**config.mk**
```make
export PLATFORM = sky130hd
export DESIGN_NAME = morse_tx_seq
export DESIGN_NICKNAME = d
export VERILOG_FILES = /design/src/rtl/morse_pkg.sv /design/src/rtl/morse_unit_timer.sv /design/src/rtl/morse_tx_seq.sv
export SDC_FILE = /design/constraint.sdc
export NUM_CORES = 1
export LEC_CHECK = 0
export CORE_MARGIN = 2
export CORE_UTILIZATION = 45
export CTS_CLUSTER_SIZE = 28
export DETAILED_ROUTE_END_ITERATION = 8
export PLACE_DENSITY = 0.78
export SLEW_MARGIN = 20
export SYNTH_ARGS = -nofsm -noshare
export SYNTH_HDL_FRONTEND = slang
export SYNTH_SLANG_ARGS = --single-unit
```
**constraint.sdc**
```tcl
create_clock -name clk -period 2.2 [get_ports clk]
set_input_delay 0.55 -clock clk [delete_from_list [all_inputs] [get_ports clk]]
set_output_delay 0.55 -clock clk [all_outputs]
set_load 0.02 [all_outputs]
```
**src/rtl/morse_pkg.sv**
```systemverilog
// Shared Morse symbol codes, element/gap durations in units, and the sequencer state encoding.
package morse_pkg;

    localparam logic [1:0] DIT = 2'b00;
    localparam logic [1:0] DAH = 2'b11;
    localparam logic [1:0] GAP = 2'b01;

    localparam logic [2:0] DIT_UNITS  = 3'd1;
    localparam logic [2:0] DAH_UNITS  = 3'd3;
    localparam logic [2:0] EGAP_UNITS = 3'd1;
    localparam logic [2:0] CGAP_UNITS = 3'd3;
    localparam logic [2:0] WGAP_UNITS = 3'd7;

    localparam logic [1:0] S_IDLE = 2'd0;
    localparam logic [1:0] S_ELEM = 2'd1;
    localparam logic [1:0] S_EGAP = 2'd2;
    localparam logic [1:0] S_GAP  = 2'd3;

    function automatic logic [2:0] elem_units(input logic is_dah);
        return is_dah ? DAH_UNITS : DIT_UNITS;
    endfunction

    function automatic logic [1:0] elem_code(input logic is_dah);
        return is_dah ? DAH : DIT;
    endfunction

endpackage

```
**src/rtl/morse_unit_timer.sv**
```systemverilog
// Duration timer: a UNIT_CYCLES prescaler feeding a 3-bit unit down-counter.
// done is high in the final cycle of the loaded duration; loading 0 parks the timer.
module morse_unit_timer #(
    parameter int UNIT_CYCLES = 4
) (
    input  logic       clk,
    input  logic       rst,
    input  logic       load,
    input  logic [2:0] load_units,
    output logic       done
);

    localparam int PW = (UNIT_CYCLES > 1) ? $clog2(UNIT_CYCLES) : 1;
    localparam logic [PW-1:0] PRESC_MAX = PW'(UNIT_CYCLES - 1);

    logic [PW-1:0] presc;
    logic [2:0]    units;

    // NOTE: state registers use non-blocking assignment so every flop samples pre-edge values.
    always_ff @(posedge clk) begin
        if (rst) begin
            presc <= '0;
            units <= '0;
        end else if (load) begin
            presc <= '0;
            units <= load_units;
        end else if (units != 3'd0) begin
            if (presc == PRESC_MAX) begin
                presc <= '0;
                units <= units - 3'd1;
            end else begin
                presc <= presc + PW'(1);
            end
        end
    end

    assign done = (units == 3'd1) && (presc == PRESC_MAX);

endmodule

```
**src/rtl/morse_tx_seq.sv**
```systemverilog
// Character-level Morse sequencer: plays one accepted character as timed dit/dah/gap symbols.
// Optional MORSE_SEQ_ABORT_EN adds an abort input that drops the character in flight.
module morse_tx_seq
    import morse_pkg::*;
#(
    parameter int UNIT_CYCLES = 4,
    parameter int MAX_LEN     = 5
) (
    input  logic               clk,
    input  logic               rst,
    input  logic               char_valid,
    output logic               char_ready,
    input  logic [2:0]         char_len,
    input  logic [MAX_LEN-1:0] char_pat,
    input  logic               word_end,
`ifdef MORSE_SEQ_ABORT_EN
    input  logic               abort,
`endif
    output logic [0:1]         ditDah_out,
    output logic               sym_strobe,
    output logic               busy
);

    localparam logic [2:0] MAX_LEN_L = 3'(MAX_LEN);

    logic [1:0]         state, state_next;
    logic [2:0]         idx, len_q;
    logic [MAX_LEN-1:0] pat_q, pat_next;
    logic               word_end_q, strobe_q;
    logic               accept, abort_hit, done, load;
    logic [2:0]         load_units, len_clamped;

`ifdef MORSE_SEQ_ABORT_EN
    assign abort_hit = abort && (state != S_IDLE);
    // Abort also blocks an accept presented in the same cycle.
    assign accept    = char_valid && char_ready && !abort;
`else
    assign abort_hit = 1'b0;
    assign accept    = char_valid && char_ready;
`endif

    assign len_clamped = (char_len > MAX_LEN_L) ? MAX_LEN_L : char_len;
    // pat_q shifts on each element, so bit 0 is always the current element.
    assign pat_next    = pat_q >> 1;

    morse_unit_timer #(.UNIT_CYCLES(UNIT_CYCLES)) u_timer (
        .clk        (clk),
        .rst        (rst),
        .load       (load),
        .load_units (load_units),
        .done       (done)
    );

    // NOTE: every combinational output gets a default first so no latch is inferred.
    always_comb begin
        state_next = state;
        load       = 1'b0;
        load_units = 3'd0;
        case (state)
            S_IDLE: if (accept) begin
                load = 1'b1;
                if (len_clamped == 3'd0) begin
                    state_next = S_GAP;
                    load_units = WGAP_UNITS;
                end else begin
                    state_next = S_ELEM;
                    load_units = elem_units(char_pat[0]);
                end
            end
            S_ELEM: if (done) begin
                load = 1'b1;
                if ((idx + 3'd1) < len_q) begin
                    state_next = S_EGAP;
                    load_units = EGAP_UNITS;
                end else begin
                    state_next = S_GAP;
                    load_units = word_end_q ? WGAP_UNITS : CGAP_UNITS;
                end
            end
            S_EGAP: if (done) begin
                state_next = S_ELEM;
                load       = 1'b1;
                load_units = elem_units(pat_next[0]);
            end
            default: if (done) state_next = S_IDLE;
        endcase
        if (abort_hit) begin
            state_next = S_IDLE;
            load       = 1'b1;
            load_units = 3'd0;
        end
    end

    always_ff @(posedge clk) begin
        if (rst) begin
            state      <= S_IDLE;
            idx        <= '0;
            len_q      <= '0;
            pat_q      <= '0;
            word_end_q <= 1'b0;
            strobe_q   <= 1'b0;
        end else begin
            state    <= state_next;
            strobe_q <= (state_next == S_ELEM) && (state != S_ELEM);
            if (accept) begin
                idx        <= '0;
                len_q      <= len_clamped;
                pat_q      <= char_pat;
                word_end_q <= word_end;
            end else if (state == S_EGAP && done && !abort_hit) begin
                idx   <= idx + 3'd1;
                pat_q <= pat_next;
            end
        end
    end

    assign char_ready = (state == S_IDLE) && !rst;
    assign busy       = (state != S_IDLE);
    assign sym_strobe = strobe_q;
    assign ditDah_out = (state == S_ELEM) ? elem_code(pat_q[0]) : GAP;

endmodule

```
# Word-level counts from Yosys, hierarchy flattened

Cells that the tools add are included.

Output and inout bits: 5
Logic and storage cells: 64
Bits in registers: 20
Input port bits: 12

Add/sub/neg operators: 3
$lt $le $gt $ge: 2
Multiplexer cells: 28
Equality and inequality tests: 6
Reduce and logical (&&, ||, !) cells: 17

Operators with widths:

| operator                                                              | number |
|---|---|
| 3-bit 2-to-1 mux                                                      | 9 |
| 2-bit 2-to-1 mux                                                      | 11 |
| 5-bit 2-to-1 mux                                                      | 2 |
| 3-bit one-hot mux with 3 select lines                                 | 1 |
| 2-bit nonzero test                                                    | 4 |
| 2-bit one-hot mux with 3 select lines                                 | 1 |
| 2-bit OR reduction                                                    | 3 |
| 1-bit logical AND                                                     | 5 |
| 2-bit by 1-bit equality test with 1-bit output, second input constant | 2 |
| 2-bit equality test, second input constant                            | 2 |
| 3-bit by 1-bit adder with 3-bit output, second input constant         | 1 |
| 3-bit by 1-bit equality test with 1-bit output, second input constant | 1 |
| 3-bit greater-than comparator, second input constant                  | 1 |
| 3-bit logical NOT                                                     | 1 |
| 3-bit < comparator                                                    | 1 |
| 1-bit 2-to-1 mux                                                      | 3 |
| 3-bit nonzero test                                                    | 1 |
| 3-bit by 1-bit subtractor with 3-bit output, second input constant    | 1 |
| 2-bit by 1-bit adder with 2-bit output, second input constant         | 1 |
| 2-bit logical NOT                                                     | 1 |
| 2-bit by 1-bit != test with 1-bit output, second input constant       | 1 |
| 1-bit one-hot mux with 2 select lines                                 | 1 |
| 2-bit AND reduction                                                   | 1 |
| 1-bit logical NOT                                                     | 1 |

# Depth between registers and ports, before layout

Gate-level depths: netlist of run 1.

Depth in word-level cells: 8
Mapped depth: 8
Gate-level depth less buffers: 7

# Modules after synthesis

From an unflattened synthesis of run 1, not the netlist that was laid out.

Cell total of the unflattened synthesis: 147
Area total of the unflattened synthesis: 1222.4 µm²

Modules (own cells, without submodules):

| module           | times used | area an instance (µm²) | cells an instance |
|---|---|---|---|
| morse_tx_seq     | 1          | 897.1                  | 113 |
| morse_unit_timer | 1          | 325.3                  | 34 |

# Worst setup path before layout of run 1

Ideal clock, no wire load.

Kind: reg2reg
From: register idx[0]
To: register strobe_q, in the netlist sym_strobe
Clock period less this slack: 1820 ps
Data required time: 2097 ps
Stages on the path, launching flop included: 8
Arrival: 1717 ps
Slack: 380 ps
Buffers on the path: 0
Cell sequence: dfxtp_1 ha_1 xor2_1 ha_1 nand2_1 o21ai_0 nand4_1 a2111oi_2

Longest elaborated chain between the ends: 7

RTL lines:

| item                                           | line                | RTL |
|---|---|---|
| start, declared                                | morse_tx_seq.sv:27  | `logic [2:0] idx, len_q;` |
| start signal, assigned                         | morse_tx_seq.sv:111 | `idx <= idx + 3'd1;` |
| 3-bit by 1-bit adder with 3-bit output         | morse_tx_seq.sv:72  | `if ((idx + 3'd1) < len_q) begin` |
| 3-bit < comparator                             | morse_tx_seq.sv:72  |  |
| 1-bit 2-to-1 mux                               | morse_tx_seq.sv:72  |  |
| 2-bit 2-to-1 mux                               | morse_tx_seq.sv:70  | `S_ELEM: if (done) begin` |
| 2-bit one-hot mux with 3 select lines          | morse_tx_seq.sv:59  | `case (state)` |
| 2-bit by 1-bit equality test with 1-bit output | morse_tx_seq.sv:104 | `strobe_q <= (state_next == S_ELEM) && (state != S_ELEM);` |
| 1-bit logical AND                              | morse_tx_seq.sv:104 |  |
| end signal, assigned                           | morse_tx_seq.sv:104 |  |
| end, declared                                  | morse_tx_seq.sv:29  | `logic word_end_q, strobe_q;` |

No other way between the ends.
A chain may end at the register's enable or synchronous reset.

# Final worst setup path of run 1

From: register state[0]
To: output port char_ready

Longest elaborated chain between the ends: 2

RTL lines:

| item                   | line                | RTL |
|---|---|---|
| start, declared        | morse_tx_seq.sv:26  | `logic [1:0] state, state_next;` |
| start signal, assigned | morse_tx_seq.sv:103 | `state <= state_next;` |
| 2-bit logical NOT      | morse_tx_seq.sv:117 | `assign char_ready = (state == S_IDLE) && !rst;` |
| 1-bit logical AND      | morse_tx_seq.sv:117 |  |
| end, declared          | morse_tx_seq.sv:12  | `output logic char_ready,` |

No other way between the ends.

==> run metrics, run 1 <==
status completed; chip height 55.21 um; area share of fa/ha/maj cells after synthesis 11.66%; xor/xnor cell area share of the yosys netlist 2.969%; overall routed net length 2647 um; Tcrit/Tclk final 94.02%; Synth Area in Simple Gates 28.21%; post-placement cell area 1424 um2; full die area 3048 um2; all-layer global routing usage 18.80%; count of flip-flops with a built-in enable after synthesis 0; Core Rows 18; main combinational cell family by area after synthesis simple AND/OR/NAND/NOR gates; Warnings, synthesis 0; buffer cell driving the clock tree root clkbuf_4; fin. max-slew vios 0; top cells by instance count after synthesis dfxtp_1, nand2_1, ha_1, a21oi_1; Buf+Inv Stages, Crit Path 3; Cell Pwr Density 576.5 nW/um2; Post-CTS Hold Fix Bufs 0; post-synthesis mux area share 1.697%; Max Cap Violations 0; Non-Filler Instances 192; relative area change from synthesis to final layout 23.44%; maximum level of the CTS H-tree 1; wire length of the first global-routing pass 4726 um; leading cell type by number of instances after synthesis dfxtp_1; VDD IR-drop max 0.3938 mV; vias 1079; mean routed wirelength per cell 13.79 um; summed area of non-filler cells in the final layout 1456 um2; number of antenna violations at the first check in global routing 0; clock sink count 20; setup violators final 0; static leakage power 0.5931 nW; clk buf depth 2; nets@finish 186; number of global-route vias before repair 1062; DR iter-0 viols 71; fraction of layout instances using a drive strength above 1 12.96%; Core Box Area 2477 um2; grt total ovfl 0; crit path time final 2.068 ns; async set-reset flop share out of synthesis 0%; mean instance size in the synthesized netlist 8.488 um2; post-detailed-route DRC marker count 0; HPWL Detailed 2047 um; synthesized instance count 139; area fraction in compound gates after synthesis 16.54%; DRT antenna net count 0; startpoint type of the worst setup path flip-flop; TritonCTS clock tree yes; slowest stage cell on the critical path dfxtp_1; Final TNS setup 0 ns; CP Data Required Time 1.65 ns; starting density of the core 47.63%; count of antenna diodes in the layout 0; top-level I/O count 17; portion of the post-synthesis area used by sequential elements 33.93%; Fmax 483.5 MHz; number of iterations in the first detailed-routing pass 4; clock transition at the register clock pins on the worst setup and hold paths after CTS 0.12 ns; primary flip-flop cell chosen by synthesis mapping dfxtp_1; number of vias per cell 5.620; CTS buffer count 3; Post-Syn Nets 162; remaining max-slew budget at the tightest pin 68.02%; dpl cells 188; delay of the slowest cell on the worst path 0.42 ns; post-synthesis cell type with the largest combined area dfxtp_1; startpoint-to-endpoint class of the critical path reg -> out; biggest area contributors in the synthesized netlist dfxtp_1, ha_1, a21oi_1; worst path cell trace inv_1 -> ha_1 -> inv_2 -> nor2_1 -> dlygate4sd2_1; weighted congestion at the end of routability-driven global placement 0.8971; pin count of the biggest net entering global routing 17; Top delay family on crit path buffers and inverters; maximum fanout count along the critical path 5; worst-margin pin slew 0.4797 ns; Data arrival, critical path 1.52 ns; path category of the worst min-delay check reg -> reg; RSZ-0062 raised after global routing no; post-synth top area share 33.93%; x dimension of the die 55.21 um; number of buffers inserted by port buffering 16; number of register bits inferred by synthesis 20; post-synthesis cell area 1180 um2; Synth cell types 37; Setup Skew 0.001206 ns; later-pin clock latency in the skew report 0.29 ns; final core utilization 58.79%; category of the worst setup path capture point output port; count of endpoints failing hold in the final timing report 0
-- what timing repair did --
item,4_1_cts,5_1_grt
setup endpoints to repair,4,0
resized for setup,5,0
buffers inserted,0,0
-- registers in the layout, indices dropped and copies added, names as in the netlist --
register       count
word_end_q         1
pat_q              5
idx                3
len_q              3
state              2
u_timer.units      3
sym_strobe         1
u_timer.presc      2
-- worst paths after layout --
kind	start	endpoint	slack, ns	cells after the start
hold reg to reg	len_q[2]$_SDFFE_PP0P_	len_q[2]$_SDFFE_PP0P_	0.46	2
setup / recovery	state[0]$_SDFF_PP0_	char_ready	0.13	5
setup reg to reg	idx[0]$_SDFFE_PP0P_	sym_strobe$_SDFF_PP0_	0.13	7
hold / removal	len_q[2]$_SDFFE_PP0P_	len_q[2]$_SDFFE_PP0P_	0.46	2
-- logic make-up (layout without fill, tap and decap cells) --
group,Yosys count,after routing
flops,20,20
mux,2,2
simple gates,59,59
buf+inv,15,38
compound gates,28,28
xor+xnor,4,4
fa+ha+maj,11,11
-- power by group --
group	leakage (nW)	switching [mW]	total, mW	internal, mW
clock network	0.0210	0.115	0.215	0.101
logic	0.408	0.113	0.216	0.102
registers	0.164	0.0182	0.408	0.390
total	0.593	0.246	0.840	0.593
-- tightest hold or removal path: stages, from the launching register on --
cell     delay [ns]
dfxtp_1        0.33
nand2_1        0.05
a21oi_1        0.05
-- through the flow --
stage / power (mW) / setup WS, ns / hold WS [ns]
CTS: 0.8464 / 0.1215 / 0.4687
floorplan: 0.5431 / 0.3796 / 0.4319
global route: 0.8902 / 0.002143 / 0.4995
global placement: 0.6295 / -0.08666 / 0.4465
finish: 0.8396 / 0.1316 / 0.4649
detailed placement: 0.6382 / -0.09482 / 0.4519
-- area by class of cell --
cell class                      instances  area [um2]
Clock buffer                            4       36.28
Multi-Input combinational cell        104       720.7
Tap cell                               30       37.54
Inverter                                8       30.03
Timing Repair Buffer                   26       230.2
Sequential cell                        20       401.6
Fill cell                             227        1021
-- metal layers --
layer | up-vias | GRT usage (%) | part of all wire [%]
li1 | 544 | - | -
met3 | 4 | 3.044 | 4.4
met4 | 0 | 8.014 | 1.5
met1 | 497 | 24.96 | 46
met5 | - | 0 | 0
met2 | 34 | 30.10 | 48
-- placed cells by master, fill, tap and decap left out, types with 2 or more instances in the layout --
cell type,n
a211oi_1,4
ha_1,11
dlygate4sd2_1,4
a311oi_1,5
mux2i_1,2
inv_1,7
xor2_1,3
nand4_1,2
a21oi_1,10
nand3_1,9
clkbuf_4,3
dfxtp_1,19
o21ai_0,4
nor3_1,8
nand2_1,13
and3b_1,2
nand2b_1,2
buf_4,10
nand3b_1,3
clkdlybuf4s50_1,12
nor2_1,9
nand4b_1,2
No activity file was read; power rests on OpenSTA's default activity.
==> run 2: changes to the inputs <==
--- a/config.mk
+++ b/config.mk
@@ -5,11 +5,14 @@
 export SDC_FILE = /design/constraint.sdc
 export NUM_CORES = 1
 export LEC_CHECK = 0
+export CELL_PAD_IN_SITES_DETAIL_PLACEMENT = 0
+export CELL_PAD_IN_SITES_GLOBAL_PLACEMENT = 1
 export CORE_MARGIN = 2
-export CORE_UTILIZATION = 45
+export CORE_UTILIZATION = 40
 export CTS_CLUSTER_SIZE = 28
 export DETAILED_ROUTE_END_ITERATION = 8
-export PLACE_DENSITY = 0.78
+export HOLD_SLACK_MARGIN = 0.15
+export PLACE_DENSITY = 0.88
 export SLEW_MARGIN = 20
 export SYNTH_ARGS = -nofsm -noshare
 export SYNTH_HDL_FRONTEND = slang
==> run 2 against run 1 <==
Net effect:
- die area grew 12%
- sequential power is essentially flat
- highest routed layer unchanged
- total power is 1.0% lower
- critical path depth decreased by 1
- largest power group unchanged
- critical endpoint is now ditDah_out[0]
- non-clock buffer count shrank 1
- largest cell class unchanged
- utilization is 6.7 points lower
- wire length down 1.1%
==> run metrics, run 2 (synthesis gave the netlist of run 1 again) <==
most frequent cells in the layout dfxtp_1, nand2_1, clkdlybuf4s50_1; Cell Pwr Density 573.5 nW/um2 (-0.51%); pin count of the biggest net entering global routing 18 (+1); worst-margin pin slew 0.3892 ns (-0.09047 ns); fraction of layout instances using a drive strength above 1 11.80% (-1.2 points); Top delay family on crit path buffers and inverters; clk buf depth 2 (unchanged); WL met3 67 um (-43%); number of buffers inserted by port buffering 16 (unchanged); HPWL Detailed 1975 um (-3.6%); nets@finish 185 (-0.54%); Final TNS setup 0 ns (unchanged); TritonCTS clock tree yes; overall routed net length 2619 um (-1.1%); setup violators final 0 (unchanged); chip height 58.31 um (+5.6%); CTS buffer count 3 (unchanged); count of endpoints failing hold in the final timing report 0 (unchanged); worst hold slack across all endpoints 0.4660 ns (+0.001117 ns); RSZ-0062 raised after global routing no; DR iter-0 viols 26 (-63%); remaining max-slew budget at the tightest pin 74.05% (+6.0 points); Core Box Area 2781 um2 (+12%); number of global-route vias before repair 1117 (+5.2%); startpoint type of the worst setup path flip-flop; post-detailed-route DRC marker count 0 (unchanged); delay of the slowest cell on the worst path 0.42 ns (about the same); Core Rows 19 (+1); mean routed wirelength per cell 13.64 um (-1.1%); slowest stage cell on the critical path dfxtp_1; worst path cell trace inv_1 -> ha_1 -> and2_1 -> dlygate4sd2_1; Routed met1 length 1324 um (+8.3%); status completed; startpoint-to-endpoint class of the critical path reg -> out; wire length of the first global-routing pass 4692 um (-0.72%); vias 1063 (-1.5%); maximum fanout count along the critical path 5 (unchanged); clock sink count 20 (unchanged); relative area change from synthesis to final layout 22.80%; Tcrit/Tclk final 94.24% (+0.22 points); Non-Filler Instances 192 (unchanged); static leakage power 0.5889 nW (-0.70%); number of iterations in the first detailed-routing pass 4 (unchanged); Largest register FFs 5 (unchanged); top-level I/O count 17 (unchanged); worst slack at placement -0.07656 ns (+0.01826 ns); x dimension of the die 58.31 um (+5.6%); largest register by flop count pat_q; final core utilization 52.09% (-6.7 points); CP Data Required Time 1.65 ns (about the same); weighted congestion at the end of routability-driven global placement 0.8573 (-4.4%); Filler Cells Inserted 267 (+18%); Top Layer Used met4; Post-CTS Hold Fix Bufs 0 (unchanged); maximum level of the CTS H-tree 1 (unchanged); grt total ovfl 0 (unchanged); Setup Skew 0.009986 ns (+0.008780 ns); later-pin clock latency in the skew report 0.30 ns (about the same); count of antenna diodes in the layout 0 (unchanged); number of antenna violations at the first check in global routing 0 (unchanged); Fmax 482.4 MHz (-0.23%); Data arrival, critical path 1.52 ns (about the same); Max Cap Violations 0 (unchanged); full die area 3400 um2 (+12%); post-placement cell area 1418 um2 (-0.44%); fin. max-slew vios 0 (unchanged); summed area of non-filler cells in the final layout 1449 um2 (-0.52%); path category of the worst min-delay check reg -> reg; starting density of the core 42.42% (-5.2 points); number of vias per cell 5.536 (-1.5%); Buf+Inv Stages, Crit Path 2 (-1); all-layer global routing usage 17.53% (-1.3 points); most common cell after layout, fill and taps aside dfxtp_1; total power consumption of the routed design 0.8310 mW (-1.0%); buffer cell driving the clock tree root clkbuf_4; dpl cells 188 (unchanged); DRT antenna net count 0 (unchanged); sum of met2 wire segment lengths after detailed routing 1202 um (-5.0%); VDD IR-drop max 0.4003 mV (+1.7%); category of the worst setup path capture point output port; crit path time final 2.073 ns (+0.004781 ns); clock transition at the register clock pins on the worst setup and hold paths after CTS 0.12 ns (about the same); slack of the critical path 0.1268 ns (-0.004781 ns)
run 2: final timing paths:
| check | depth (start not counted) | end | startpoint | slack (ns) |
|---|---|---|---|---|
| worst min register to register | 2 | len_q[2]$_SDFFE_PP0P_ | len_q[2]$_SDFFE_PP0P_ | 0.47 |
| worst max-delay path | 4 | ditDah_out[0] | state[1]$_SDFF_PP0_ | 0.13 |
| worst min-delay path | 2 | len_q[2]$_SDFFE_PP0P_ | len_q[2]$_SDFFE_PP0P_ | 0.47 |
| worst max register to register | 7 | sym_strobe$_SDFF_PP0_ | idx[0]$_SDFFE_PP0P_ | 0.26 |
run 2: final cells by class:
cell class	instances	area, um2	share of cell area [%]
multi-input combinational	104	720.7	49.74
sequential	20	400.4	27.63
timing repair buffer	25	222.7	15.37
tap	31	38.79	2.677
clock buffer	4	36.28	2.504
inverter	8	30.03	2.073
run 2: tightest hold or removal path, stage by stage, from the launching register on:
cell and delay, ns:
dfxtp_1 0.33, nand2_1 0.05, a21oi_1 0.05
run 2: what timing repair did:
action / 4_1_cts / 5_1_grt
gates resized for setup: 4 / 1
setup buffers: 0 / 0
cloned: 0 / 0
setup endpoints to repair: 4 / 1
run 2: metal layers:
| metal | track usage (%) | vias to the layer above |
|---|---|---|
| met4 | 9.302 | 0 |
| met3 | 2.418 | 4 |
| li1 | - | 542 |
| met5 | 0 | - |
| met1 | 23.67 | 501 |
| met2 | 27.13 | 16 |
run 2: power breakdown:
part           internal, mW  total [mW]  switching [mW]
clock network         0.101       0.212           0.111
registers             0.390       0.409          0.0185
logic                0.0998       0.211           0.111
total                 0.591       0.831           0.240
